--- src/rtl/ctrl_sig_pkg.sv ---
// rtl/ctrl_sig_pkg.sv - shared control-field encodings and opcodes for main_decode
// Contents: ALU category/op codes, PC modes, LSU widths, RV32 major opcodes,
//           the registered decode bundle type and the ALU op selector.
package ctrl_sig_pkg;

    // ALU categories (CtrlALUOp[3:2])
    localparam logic [1:0] ALUBT = 2'b00;
    localparam logic [1:0] ALUAS = 2'b01;
    localparam logic [1:0] ALUSH = 2'b10;
    localparam logic [1:0] ALUFL = 2'b11;

    // Bitwise ops
    localparam logic [1:0] BTNOP = 2'b00;
    localparam logic [1:0] BTXOR = 2'b01;
    localparam logic [1:0] BTOR  = 2'b10;
    localparam logic [1:0] BTAND = 2'b11;

    // Add/sub ops
    localparam logic [1:0] AFSUBS = 2'b00;
    localparam logic [1:0] AFADDS = 2'b01;

    // Flag ops
    localparam logic [1:0] FLSLT  = 2'b00;
    localparam logic [1:0] FLSLTU = 2'b10;
    localparam logic [1:0] FLEQ   = 2'b11;

    // Shift ops
    localparam logic [1:0] SHSLL = 2'b00;
    localparam logic [1:0] SHSRL = 2'b10;
    localparam logic [1:0] SHSRA = 2'b11;

    // PC modes
    localparam logic [1:0] PCINC  = 2'b00;
    localparam logic [1:0] PCBRA  = 2'b01;
    localparam logic [1:0] PCJREG = 2'b10;
    localparam logic [1:0] PCJIMM = 2'b11;

    // LSU widths
    localparam logic [1:0] LSN = 2'b00;
    localparam logic [1:0] LSW = 2'b01;
    localparam logic [1:0] LSH = 2'b10;
    localparam logic [1:0] LSB = 2'b11;

    // RV32 major opcodes
    localparam logic [6:0] OPC_LOAD     = 7'b0000011;
    localparam logic [6:0] OPC_MISC_MEM = 7'b0001111;
    localparam logic [6:0] OPC_OP_IMM   = 7'b0010011;
    localparam logic [6:0] OPC_AUIPC    = 7'b0010111;
    localparam logic [6:0] OPC_STORE    = 7'b0100011;
    localparam logic [6:0] OPC_OP       = 7'b0110011;
    localparam logic [6:0] OPC_LUI      = 7'b0110111;
    localparam logic [6:0] OPC_BRANCH   = 7'b1100011;
    localparam logic [6:0] OPC_JALR     = 7'b1100111;
    localparam logic [6:0] OPC_JAL      = 7'b1101111;
    localparam logic [6:0] OPC_SYSTEM   = 7'b1110011;

    typedef struct packed {
        logic [4:0]  rs1;
        logic [4:0]  rs2;
        logic [4:0]  rd;
        logic [31:0] imm_alu;
        logic [31:0] imm_pc;
        logic [3:0]  ctrl_lsu;
        logic        multi_cycle;
        logic        alu_imm;
        logic [3:0]  alu_op;
        logic        flag_inv;
        logic        pc_writeback;
        logic [1:0]  pc_mode;
        logic        valid;
    } decode_t;

    localparam decode_t DECODE_NOP = '0;

    // OP/OP-IMM funct3 to ALU op; alt selects SUB/SRA
    function automatic logic [3:0] alu_sel(input logic [2:0] f3, input logic alt);
        logic [3:0] op;
        case (f3)
            3'b000:  op = alt ? {ALUAS, AFSUBS} : {ALUAS, AFADDS};
            3'b001:  op = {ALUSH, SHSLL};
            3'b010:  op = {ALUFL, FLSLT};
            3'b011:  op = {ALUFL, FLSLTU};
            3'b100:  op = {ALUBT, BTXOR};
            3'b101:  op = alt ? {ALUSH, SHSRA} : {ALUSH, SHSRL};
            3'b110:  op = {ALUBT, BTOR};
            default: op = {ALUBT, BTAND};
        endcase
        return op;
    endfunction

endpackage

--- src/rtl/rvc_expand.sv ---
// rtl/rvc_expand.sv - combinational RVC (16-bit) to RV32 instruction expansion
// Used only when MAIN_DECODE_RVC_EN is defined.
// Ports: instr_i  16-bit compressed word
//        instr_o  32-bit equivalent; all-zero (an illegal RV32 opcode) when reserved/illegal
module rvc_expand
    import ctrl_sig_pkg::*;
(
    input  logic [15:0] instr_i,
    output logic [31:0] instr_o
);

    logic [4:0]  rd_p;
    logic [4:0]  rs1_p;
    logic [4:0]  rd;
    logic [4:0]  rs2;
    logic [11:0] j_off;
    logic        c12;

    assign rd_p  = {2'b01, instr_i[4:2]};
    assign rs1_p = {2'b01, instr_i[9:7]};
    assign rd    = instr_i[11:7];
    assign rs2   = instr_i[6:2];
    assign c12   = instr_i[12];
    // C.J / C.JAL offset, scrambled in the 16-bit encoding
    assign j_off = {instr_i[12], instr_i[8], instr_i[10:9], instr_i[6], instr_i[7],
                    instr_i[2], instr_i[11], instr_i[5:3], 1'b0};

    always_comb begin
        instr_o = 32'h0;
        case (instr_i[1:0])
            2'b00: begin
                case (instr_i[15:13])
                    3'b000: if (instr_i[12:5] != 8'h0)
                        instr_o = {2'b00, instr_i[10:7], instr_i[12:11], instr_i[5], instr_i[6], 2'b00,
                                   5'd2, 3'b000, rd_p, OPC_OP_IMM};
                    3'b010: instr_o = {5'b0, instr_i[5], instr_i[12:10], instr_i[6], 2'b00,
                                       rs1_p, 3'b010, rd_p, OPC_LOAD};
                    3'b110: instr_o = {5'b0, instr_i[5], c12, rd_p, rs1_p, 3'b010,
                                       instr_i[11:10], instr_i[6], 2'b00, OPC_STORE};
                    default: ;
                endcase
            end
            2'b01: begin
                case (instr_i[15:13])
                    3'b000: instr_o = {{7{c12}}, instr_i[6:2], rd, 3'b000, rd, OPC_OP_IMM};
                    3'b001: instr_o = {j_off[11], j_off[10:1], j_off[11], {8{j_off[11]}}, 5'd1, OPC_JAL};
                    3'b010: instr_o = {{7{c12}}, instr_i[6:2], 5'd0, 3'b000, rd, OPC_OP_IMM};
                    3'b011: begin
                        if ({c12, instr_i[6:2]} != 6'h0) begin
                            if (rd == 5'd2)
                                instr_o = {{3{c12}}, instr_i[4:3], instr_i[5], instr_i[2], instr_i[6], 4'b0,
                                           5'd2, 3'b000, 5'd2, OPC_OP_IMM};
                            else
                                instr_o = {{15{c12}}, instr_i[6:2], rd, OPC_LUI};
                        end
                    end
                    3'b100: begin
                        case (instr_i[11:10])
                            2'b00: if (!c12)
                                instr_o = {7'b0000000, instr_i[6:2], rs1_p, 3'b101, rs1_p, OPC_OP_IMM};
                            2'b01: if (!c12)
                                instr_o = {7'b0100000, instr_i[6:2], rs1_p, 3'b101, rs1_p, OPC_OP_IMM};
                            2'b10:
                                instr_o = {{7{c12}}, instr_i[6:2], rs1_p, 3'b111, rs1_p, OPC_OP_IMM};
                            default: if (!c12) begin
                                case (instr_i[6:5])
                                    2'b00:   instr_o = {7'b0100000, rd_p, rs1_p, 3'b000, rs1_p, OPC_OP};
                                    2'b01:   instr_o = {7'b0000000, rd_p, rs1_p, 3'b100, rs1_p, OPC_OP};
                                    2'b10:   instr_o = {7'b0000000, rd_p, rs1_p, 3'b110, rs1_p, OPC_OP};
                                    default: instr_o = {7'b0000000, rd_p, rs1_p, 3'b111, rs1_p, OPC_OP};
                                endcase
                            end
                        endcase
                    end
                    3'b101: instr_o = {j_off[11], j_off[10:1], j_off[11], {8{j_off[11]}}, 5'd0, OPC_JAL};
                    default: // C.BEQZ / C.BNEZ, funct3 picked by bit 13
                        instr_o = {{4{c12}}, instr_i[6:5], instr_i[2], 5'd0, rs1_p, 2'b00, instr_i[13],
                                   instr_i[11:10], instr_i[4:3], c12, OPC_BRANCH};
                endcase
            end
            2'b10: begin
                case (instr_i[15:13])
                    3'b000: if (!c12)
                        instr_o = {7'b0000000, instr_i[6:2], rd, 3'b001, rd, OPC_OP_IMM};
                    3'b010: if (rd != 5'd0)
                        instr_o = {4'b0, instr_i[3:2], c12, instr_i[6:4], 2'b00, 5'd2, 3'b010, rd, OPC_LOAD};
                    3'b100: begin
                        if (rs2 == 5'd0) begin
                            // C.JR / C.JALR; rd=0 is reserved or C.EBREAK (SYSTEM, unsupported)
                            if (rd != 5'd0)
                                instr_o = {12'b0, rd, 3'b000, 4'b0000, c12, OPC_JALR};
                        end else if (!c12) begin
                            instr_o = {7'b0000000, rs2, 5'd0, 3'b000, rd, OPC_OP};
                        end else begin
                            instr_o = {7'b0000000, rs2, rd, 3'b000, rd, OPC_OP};
                        end
                    end
                    3'b110: instr_o = {4'b0, instr_i[8:7], c12, rs2, 5'd2, 3'b010,
                                       instr_i[11:9], 2'b00, OPC_STORE};
                    default: ;
                endcase
            end
            default: ;
        endcase
    end

endmodule

--- src/rtl/main_decode.sv ---
// rtl/main_decode.sv - registered RV32I/RV32E instruction decoder, one-cycle latency
// Optional feature: MAIN_DECODE_RVC_EN enables 16-bit (RVC) expansion via rvc_expand.
// Parameter: embedded  0 = RV32I, 1 = RV32E (register fields >= 16 are illegal)
// Ports: clk, rst (async active-low), InstructionIn[31:0]
//        Rs1/Rs2/Rd, ImmALU, ImmPC, CtrlLSU, CtrlMultiCycle, CtrlALUImm, CtrlALUOp,
//        CtrlFlagInv, CtrlPCWriteback, CtrlPCMode, ValidDecode, CompressedDecode
module main_decode
    import ctrl_sig_pkg::*;
#(
    parameter bit embedded = 1'b0
) (
    input  logic        clk,
    input  logic        rst,
    input  logic [31:0] InstructionIn,
    output logic [4:0]  Rs1,
    output logic [4:0]  Rs2,
    output logic [4:0]  Rd,
    output logic [31:0] ImmALU,
    output logic [31:0] ImmPC,
    output logic [3:0]  CtrlLSU,
    output logic        CtrlMultiCycle,
    output logic        CtrlALUImm,
    output logic [3:0]  CtrlALUOp,
    output logic        CtrlFlagInv,
    output logic        CtrlPCWriteback,
    output logic [1:0]  CtrlPCMode,
    output logic        ValidDecode,
    output logic        CompressedDecode
);

    logic [31:0] instr;
    logic        is_comp;

`ifdef MAIN_DECODE_RVC_EN
    logic [31:0] expanded;

    rvc_expand u_rvc_expand (
        .instr_i (InstructionIn[15:0]),
        .instr_o (expanded)
    );

    assign is_comp = (InstructionIn[1:0] != 2'b11);
    assign instr   = is_comp ? expanded : InstructionIn;
`else
    // Without expansion a 16-bit word falls through to an illegal opcode
    assign is_comp = 1'b0;
    assign instr   = InstructionIn;
`endif

    logic [6:0]  opcode;
    logic [2:0]  f3;
    logic [6:0]  f7;
    logic [31:0] imm_i, imm_s, imm_b, imm_u, imm_j;

    assign opcode = instr[6:0];
    assign f3     = instr[14:12];
    assign f7     = instr[31:25];
    assign imm_i  = {{20{instr[31]}}, instr[31:20]};
    assign imm_s  = {{20{instr[31]}}, instr[31:25], instr[11:7]};
    assign imm_b  = {{20{instr[31]}}, instr[7], instr[30:25], instr[11:8], 1'b0};
    assign imm_u  = {instr[31:12], 12'b0};
    assign imm_j  = {{12{instr[31]}}, instr[19:12], instr[20], instr[30:21], 1'b0};

    decode_t dec_d, dec_q;
    logic    comp_d, comp_q;
    logic    legal;

    always_comb begin
        dec_d = DECODE_NOP;
        legal = 1'b0;
        case (opcode)
            OPC_OP_IMM: begin
                dec_d.rs1     = instr[19:15];
                dec_d.rd      = instr[11:7];
                dec_d.alu_imm = 1'b1;
                dec_d.imm_alu = imm_i;
                dec_d.alu_op  = alu_sel(f3, (f3 == 3'b101) && f7[5]);
                legal         = 1'b1;
                if (f3 == 3'b001 || f3 == 3'b101) begin
                    dec_d.imm_alu = {27'b0, instr[24:20]};
                    legal = (f7 == 7'b0000000) || (f3 == 3'b101 && f7 == 7'b0100000);
                end
            end
            OPC_OP: begin
                dec_d.rs1    = instr[19:15];
                dec_d.rs2    = instr[24:20];
                dec_d.rd     = instr[11:7];
                dec_d.alu_op = alu_sel(f3, f7[5]);
                legal = (f7 == 7'b0000000) ||
                        (f7 == 7'b0100000 && (f3 == 3'b000 || f3 == 3'b101));
            end
            OPC_LUI: begin
                dec_d.rd      = instr[11:7];
                dec_d.alu_imm = 1'b1;
                dec_d.imm_alu = imm_u;
                dec_d.alu_op  = {ALUAS, AFADDS};
                legal         = 1'b1;
            end
            OPC_AUIPC: begin
                dec_d.rd           = instr[11:7];
                dec_d.pc_writeback = 1'b1;
                dec_d.imm_pc       = imm_u;
                legal              = 1'b1;
            end
            OPC_LOAD: begin
                dec_d.rs1         = instr[19:15];
                dec_d.rd          = instr[11:7];
                dec_d.alu_imm     = 1'b1;
                dec_d.imm_alu     = imm_i;
                dec_d.alu_op      = {ALUAS, AFADDS};
                dec_d.multi_cycle = 1'b1;
                legal             = 1'b1;
                case (f3)
                    3'b000:  dec_d.ctrl_lsu = {2'b00, LSB};
                    3'b001:  dec_d.ctrl_lsu = {2'b00, LSH};
                    3'b010:  dec_d.ctrl_lsu = {2'b00, LSW};
                    3'b100:  dec_d.ctrl_lsu = {2'b10, LSB};
                    3'b101:  dec_d.ctrl_lsu = {2'b10, LSH};
                    default: legal = 1'b0;
                endcase
            end
            OPC_STORE: begin
                dec_d.rs1         = instr[19:15];
                dec_d.rs2         = instr[24:20];
                dec_d.alu_imm     = 1'b1;
                dec_d.imm_alu     = imm_s;
                dec_d.alu_op      = {ALUAS, AFADDS};
                dec_d.multi_cycle = 1'b1;
                legal             = 1'b1;
                case (f3)
                    3'b000:  dec_d.ctrl_lsu = {2'b01, LSB};
                    3'b001:  dec_d.ctrl_lsu = {2'b01, LSH};
                    3'b010:  dec_d.ctrl_lsu = {2'b01, LSW};
                    default: legal = 1'b0;
                endcase
            end
            OPC_BRANCH: begin
                dec_d.rs1      = instr[19:15];
                dec_d.rs2      = instr[24:20];
                dec_d.pc_mode  = PCBRA;
                dec_d.imm_pc   = imm_b;
                // odd funct3 is the negated form of its even partner
                dec_d.flag_inv = f3[0];
                legal          = 1'b1;
                case (f3[2:1])
                    2'b00:   dec_d.alu_op = {ALUFL, FLEQ};
                    2'b10:   dec_d.alu_op = {ALUFL, FLSLT};
                    2'b11:   dec_d.alu_op = {ALUFL, FLSLTU};
                    default: legal = 1'b0;
                endcase
            end
            OPC_JAL: begin
                dec_d.rd           = instr[11:7];
                dec_d.pc_writeback = 1'b1;
                dec_d.pc_mode      = PCJIMM;
                dec_d.imm_pc       = imm_j;
                legal              = 1'b1;
            end
            OPC_JALR: begin
                dec_d.rs1          = instr[19:15];
                dec_d.rd           = instr[11:7];
                dec_d.pc_writeback = 1'b1;
                dec_d.pc_mode      = PCJREG;
                dec_d.imm_pc       = imm_i;
                legal              = (f3 == 3'b000);
            end
            OPC_MISC_MEM: legal = (f3 == 3'b000);
            default:      legal = 1'b0;
        endcase

        // Unused register fields are left at 0, so only live indices are screened
        if (embedded && (dec_d.rs1[4] || dec_d.rs2[4] || dec_d.rd[4]))
            legal = 1'b0;

        if (legal)
            dec_d.valid = 1'b1;
        else
            dec_d = DECODE_NOP;

        comp_d = dec_d.valid && is_comp;
    end

    always_ff @(posedge clk or negedge rst) begin
        if (!rst) begin
            dec_q  <= DECODE_NOP;
            comp_q <= 1'b0;
        end else begin
            dec_q  <= dec_d;
            comp_q <= comp_d;
        end
    end

    assign Rs1              = dec_q.rs1;
    assign Rs2              = dec_q.rs2;
    assign Rd               = dec_q.rd;
    assign ImmALU           = dec_q.imm_alu;
    assign ImmPC            = dec_q.imm_pc;
    assign CtrlLSU          = dec_q.ctrl_lsu;
    assign CtrlMultiCycle   = dec_q.multi_cycle;
    assign CtrlALUImm       = dec_q.alu_imm;
    assign CtrlALUOp        = dec_q.alu_op;
    assign CtrlFlagInv      = dec_q.flag_inv;
    assign CtrlPCWriteback  = dec_q.pc_writeback;
    assign CtrlPCMode       = dec_q.pc_mode;
    assign ValidDecode      = dec_q.valid;
    assign CompressedDecode = comp_q;

endmodule

--- config.mk ---
export PLATFORM = sky130hd
export DESIGN_NAME = main_decode
export DESIGN_NICKNAME = d
export VERILOG_FILES = /design/src/rtl/ctrl_sig_pkg.sv /design/src/rtl/rvc_expand.sv /design/src/rtl/main_decode.sv
export SDC_FILE = /design/constraint.sdc
export NUM_CORES = 1
export LEC_CHECK = 0
export CAP_MARGIN = 15
export CORE_ASPECT_RATIO = 1.4
export CORE_MARGIN = 3
export CORE_UTILIZATION = 46
export DETAILED_ROUTE_END_ITERATION = 10
export GPL_TIMING_DRIVEN = 0
export PLACE_DENSITY = 0.81
export RECOVER_POWER = 50
export SLEW_MARGIN = 20
export SYNTH_ARGS = -nofsm -noshare
export SYNTH_HDL_FRONTEND = slang
export SYNTH_HIERARCHICAL = 1
export SYNTH_SLANG_ARGS = --single-unit
export TNS_END_PERCENT = 100
--- constraint.sdc ---
create_clock -name clk -period 0.8 [get_ports clk]
set_input_delay 0.16 -clock clk [delete_from_list [all_inputs] [get_ports clk]]
set_output_delay 0.16 -clock clk [all_outputs]
set_load 0.05 [all_outputs]
Word-level counts from Yosys, hierarchy flattened
Cells that the tools add are included.

Flip-flop bits (word level): 94. Output and inout bits: 95.

Equality and inequality tests: 19. Reduce and logical (&&, ||, !) cells: 21. Mux-type cells: 28.

Operator list (count): 32-bit case mux with 4 select lines (2); 93-bit 2-to-1 mux (1); 4-bit case mux with 7 select lines (2); 32-bit 2-to-1 mux (1); 7-bit by 6-bit == test with 1-bit output (second input constant) (4); 7-bit == test (second input constant) (3); 4-bit case mux with 5 select lines (1); 3-bit OR reduction (6); 4-bit case mux with 4 select lines (1); 5-bit 2-to-1 mux (3); 7-bit by 5-bit == test with 1-bit output (second input constant) (2); 1-bit 2-to-1 mux (12); 4-bit case mux with 3 select lines (1); 5-bit case mux with 2 select lines (1); 3-bit == test (second input constant) (3); 3-bit case mux with 3 select lines (1); 7-bit by 2-bit == test with 1-bit output (second input constant) (1); 7-bit by 4-bit == test with 1-bit output (second input constant) (1); 7-bit logical NOT (1); 1-bit case mux with 7 select lines (1); 7-bit OR reduction (1); 3-bit by 2-bit == test with 1-bit output (second input constant) (2); 2-bit case mux with 3 select lines (1); 6-bit OR reduction (1); 9 further kinds (15).

Longest topological paths before layout
Word-level depth: 6. Mapped depth: 10.

Least setup slack after synthesis
Ideal clock, no wire load.

Kind: input port to flip-flop. Start: input InstructionIn[14]. End: register dec_q, in the netlist Rs1[1]. Stages: 10. Setup time: 122 ps. Slack: -965 ps. Data required time: 678 ps. Arrival time: 1642 ps. Cell sequence: buf_2 > inv_1 > ha_1 > and2_1 > a211oi_1 > o32ai_1 > a21oi_1 > buf_6 > buf_2 > a21oi_2.

RTL lines: from (decl) (RTL line main_decode.sv:14) `input logic [31:0] InstructionIn,`; to (signal assigned) (RTL line main_decode.sv:185) `dec_q <= DECODE_NOP;`; to (signal assigned) (RTL line main_decode.sv:188) `dec_q <= dec_d;`; to (decl) (RTL line main_decode.sv:64) `decode_t dec_d, dec_q;`.

==> results.md <==
- The initialized floorplan defines 39 standard-cell rows.
- Entering global routing, the biggest net connects 54 pins.
- The die is roughly 85 microns wide.
- From bottom edge to top edge, the die measures roughly 120 microns.
- The worst setup path is of the input port to flip-flop kind.
- The startpoint of the most critical hold path is InstructionIn[3].
- Wires add up to 15.3 mm.
- No sink is reached through more buffers than the 2 on the longest clock path.
- The number of vias per cell after detailed routing is 5.89.
- The largest individual stage delay along the critical path comes from the cell a21oi_2.
- The critical path's top delay family is compound AO/OA/AOI/OAI gates.
- Summing every instance area after synthesis gives roughly 4100 sq um.
- By area the synthesized netlist is led by dfrtp_1, a21oi_1, a21oi_2.
- Following the worst setup path forward leads to its endpoint at Rd[0]$_DFF_PN0_.
- Of the total power, registers draw 47.6%.
- For this run, global-route usage on met3 was measured as between 4 and 5%.
- The minimum clock period is approximately 1.5 ns.
- Cells fill 84.4% of the core in the end.
- The checks that failed: negative hold slack, negative setup slack.
- The core region is 8390 sq um.
- The number of enable flip-flop cells after synthesis is 0.
- The clock-pin slew on the worst setup and hold paths is 0.07 ns.
- The clock sink count is 94.
- By count the netlist is led by a21oi_1, dfrtp_1, nand2_1.
- The number of buffers added by the clock tree synthesis step is 9.
- Setup repair after global routing could not meet its margin everywhere.
- The number of nets in the finished design is approximately 600.
- The I/O pin total is 129.
- Walking the worst path, the cells encountered are buf_8, buf_12, inv_8, ha_4, and2_4, a211oi_4, o32ai_2, a21oi_2, buf_12, buf_6, buf_8, a21oi_1.
- The number of placed instances with taps included is 625.
- Of the total power, the share spent switching nets is approximately a quarter.
- The combinational cell fraction of total power is 11.6%.
- Cell internal power was estimated by the tool at 7440 uW.
- The relative max-transition margin is 26.9%.
- The worst path required time is 1.04 ns.
- The detailed-route via count is between 3k and 4k.
- Synthesis instantiated slightly above 40 different standard cells from the library.
- The fraction of met1 tracks used by global routing is roughly 35%.
- The CTS tree is yes.
- In this run the static leakage power is 0.00311 uW.
- Together, buffers and inverters on the worst path number 6.
- In this run, the number of DRC markers left after iteration 0 of detailed routing was approximately 300.
- The final-layout fill cell count is 452.
- After global routing the overflow that remains totals 0.
- Based on the critical path, the design can be clocked at up to about 0.67 GHz.
- The share of synthesized area in the top cell type comes to 58.0%.
- Relative to the synthesized area, the layout overhead comes to 74.5%.
- Setup violations remaining at the end of the flow were counted as 190.
- The first global-routing pass estimated 22.5 mm of wire.
- The largest stage delay on the critical path is 0.27 ns.
- The post-detailed-placement cell area is 5770 sq um.
- Synthesis inferred between 90 and 100 register bits.
- In this run the remaining antenna-violating nets after routing total 0.
- The total chip power is 10000 uW.
- Of all nets on the critical path, the largest fanout is 9.
- The timing startpoint of the critical path is InstructionIn[14].
- The critical path crosses 12 cells after its start point.
- The global routing usage on met2 is 53.5%.
- The die covers between 9000 and 10000 sq um.
- Counting every instance in the synthesized netlist gives 396.
- The effective utilization at floorplan is between 40% and 50%.
- Routability-driven placement finished with a final weighted congestion of ~0.92.
- The number of iterations in the first detailed-routing pass is 6.
- The worst hold-check slack is -0.00238 ns.
- After detailed routing, the average wire length per cell comes to 22.6 microns.
- After routing the design area is 7080 sq um.
- The number of pins exceeding their max-slew limit in the final report is 0.
- Of all flip-flops after synthesis, the portion carrying an async set or reset was 100%.
- The startpoint class of the critical path is an input port.
- The average instance in the mapped netlist occupies 10.2 sq um.
- a21oi_1 is the most common cell in the netlist.
- Sequential elements use 58.0% of the synthesized area.
- The final routed DRC violation total is 0.
- The initial antenna violation count is 0.
- Along the worst hold path, the cell count comes to 2.
- The count of antenna diodes in the layout is 0.
- The dominant register cell in the synthesized netlist is dfrtp_1.
- The worst-margin pin slew is 1.10 ns.
- The number of nets handed over by synthesis was roughly 440.
- The max-capacitance violation count is 0.
- The worst setup slack after layout is -0.701 ns.
- The via count of the first global-routing pass is 3999.
- The post-route netlist has 52.4% of its cells at a drive strength greater than 1.
- The number of port buffers is 126.
- The H-tree depth is 3.
- The largest area contributor in the netlist is dfrtp_1.
- The detailed placer's ending HPWL is 9.55 mm.
- The data arrival at the endpoint of the critical path is 1.74 ns.
- The most used routing layer in global routing is met2.
- The total track usage is roughly 30%.
- The class of the worst hold path is input port to flip-flop.
- Dividing total power by cell area gives a power density of 1410 nW/um^2.
- The final hold violation count was 2.
- The number of standard cells in the layout, taps in and fillers out is 676.
- The worst setup path is captured at a flip-flop.
- The cell sitting at the root of the clock tree is a clkbuf_16.
- In the finished design, the share of the clock period the worst path needs comes to 188%.
- The worst-case IR drop observed on VDD is between 1.5 and 2 mV.
- The flow ran to the end, but the final reports show violations.
- The analysis attributes to net switching a power of 2570 uW.
- The share of total power dissipated in the clock network is 40.8%.
- For this run, the number of Yosys warnings is 6.
-- layer usage --
| layer | wire length (microns) | part of all wire (%) |
|---|---|---|
| met5 | 0 | 0 |
| met4 | 664 | 4.4 |
| met3 | 899 | 5.9 |
| met2 | 8210 | 54 |
| met1 | 5470 | 36 |
-- per-stage QoR --
step	setup TNS (ns)	hold WS (ns)	setup slack [ns]
floorplan	-60.65	-0.136	-0.732
global placement	-537.85	0.365	-3.63
detailed placement	-200.06	0.179	-1.76
CTS	-75.18	-0.182	-0.730
global route	-92.82	0.00367	-0.761
finish	-77.29	-0.00238	-0.701
-- flip-flops by register name (all words and copies together) (netlist names) --
name             count
CtrlALUImm           1
CtrlALUOp            4
CtrlFlagInv          1
CtrlLSU              4
CtrlMultiCycle       1
CtrlPCMode           2
CtrlPCWriteback      1
ImmALU              32
ImmPC               32
Rd                   5
Rs1                  5
Rs2                  5
ValidDecode          1
-- cells by family after synthesis --
kind of cell    count (synthesis)  share of synthesized area, %
compound gates                156                          22.7
other cells                     1                        0.0924
fa+ha+maj                       5                          1.54
simple gates                   94                          11.2
xor+xnor                        1                         0.216
mux                             1                         0.247
flops                          94                          58.0
buf+inv                        44                          6.01
-- cell usage in the layout (no fill, tap or decap), types with 11 or more instances in the layout --
cell type and n:
buf_8 11, buf_12 16, a21oi_2 66, buf_6 106
buf_4 22, a21oi_1 55, nor2_1 19, dfrtp_1 94
clkdlybuf4s50_1 15, clkbuf_16 14, nand2_1 29
-- power groups by stage --
stage	Combinational [uW]	Clock (uW)	Sequential (uW)
2_1_floorplan	379	0	4890
3_3_place_gp	881	0	4850
3_5_place_dp	904	0	4850
4_1_cts	1100	4070	4760
5_1_grt	1230	4300	4760
6_report	1160	4090	4760
-- how the worst min path moves through the flow --
stage	end	slack, ns
after floorplan	CtrlALUImm$_DFF_PN0_	-0.14
after global placement	ImmPC[0]$_DFF_PN0_	0.37
after detailed placement	CtrlALUOp[3]$_DFF_PN0_	0.18
after CTS	CtrlALUOp[3]$_DFF_PN0_	-0.18
after global routing	ImmPC[0]$_DFF_PN0_	0.004
final	ImmPC[0]$_DFF_PN0_	-0.002
-- timing repair --
item / CTS / global route
pin swaps: 20 / 8
setup buffers: 19 / 10
resized for setup: 834 / 32
gates cloned: 7 / 3
hold endpoints to repair: 42 / 41
endpoints found under the setup margin: 188 / 187
-- layout make-up --
cell class                      count  area, sq um  share of cell area (%)
Timing Repair Buffer              165         1920                    27.2
Clock buffer                       11          243                    3.43
Tap cell                          102          128                    1.80
Sequential cell                    94         2350                    33.2
Inverter                            5         28.8                   0.406
Buffer                             36          500                    7.07
Clock inverter                      5         33.8                   0.477
Multi-Input combinational cell    258         1870                    26.4
(Power assumes the default switching activity.)
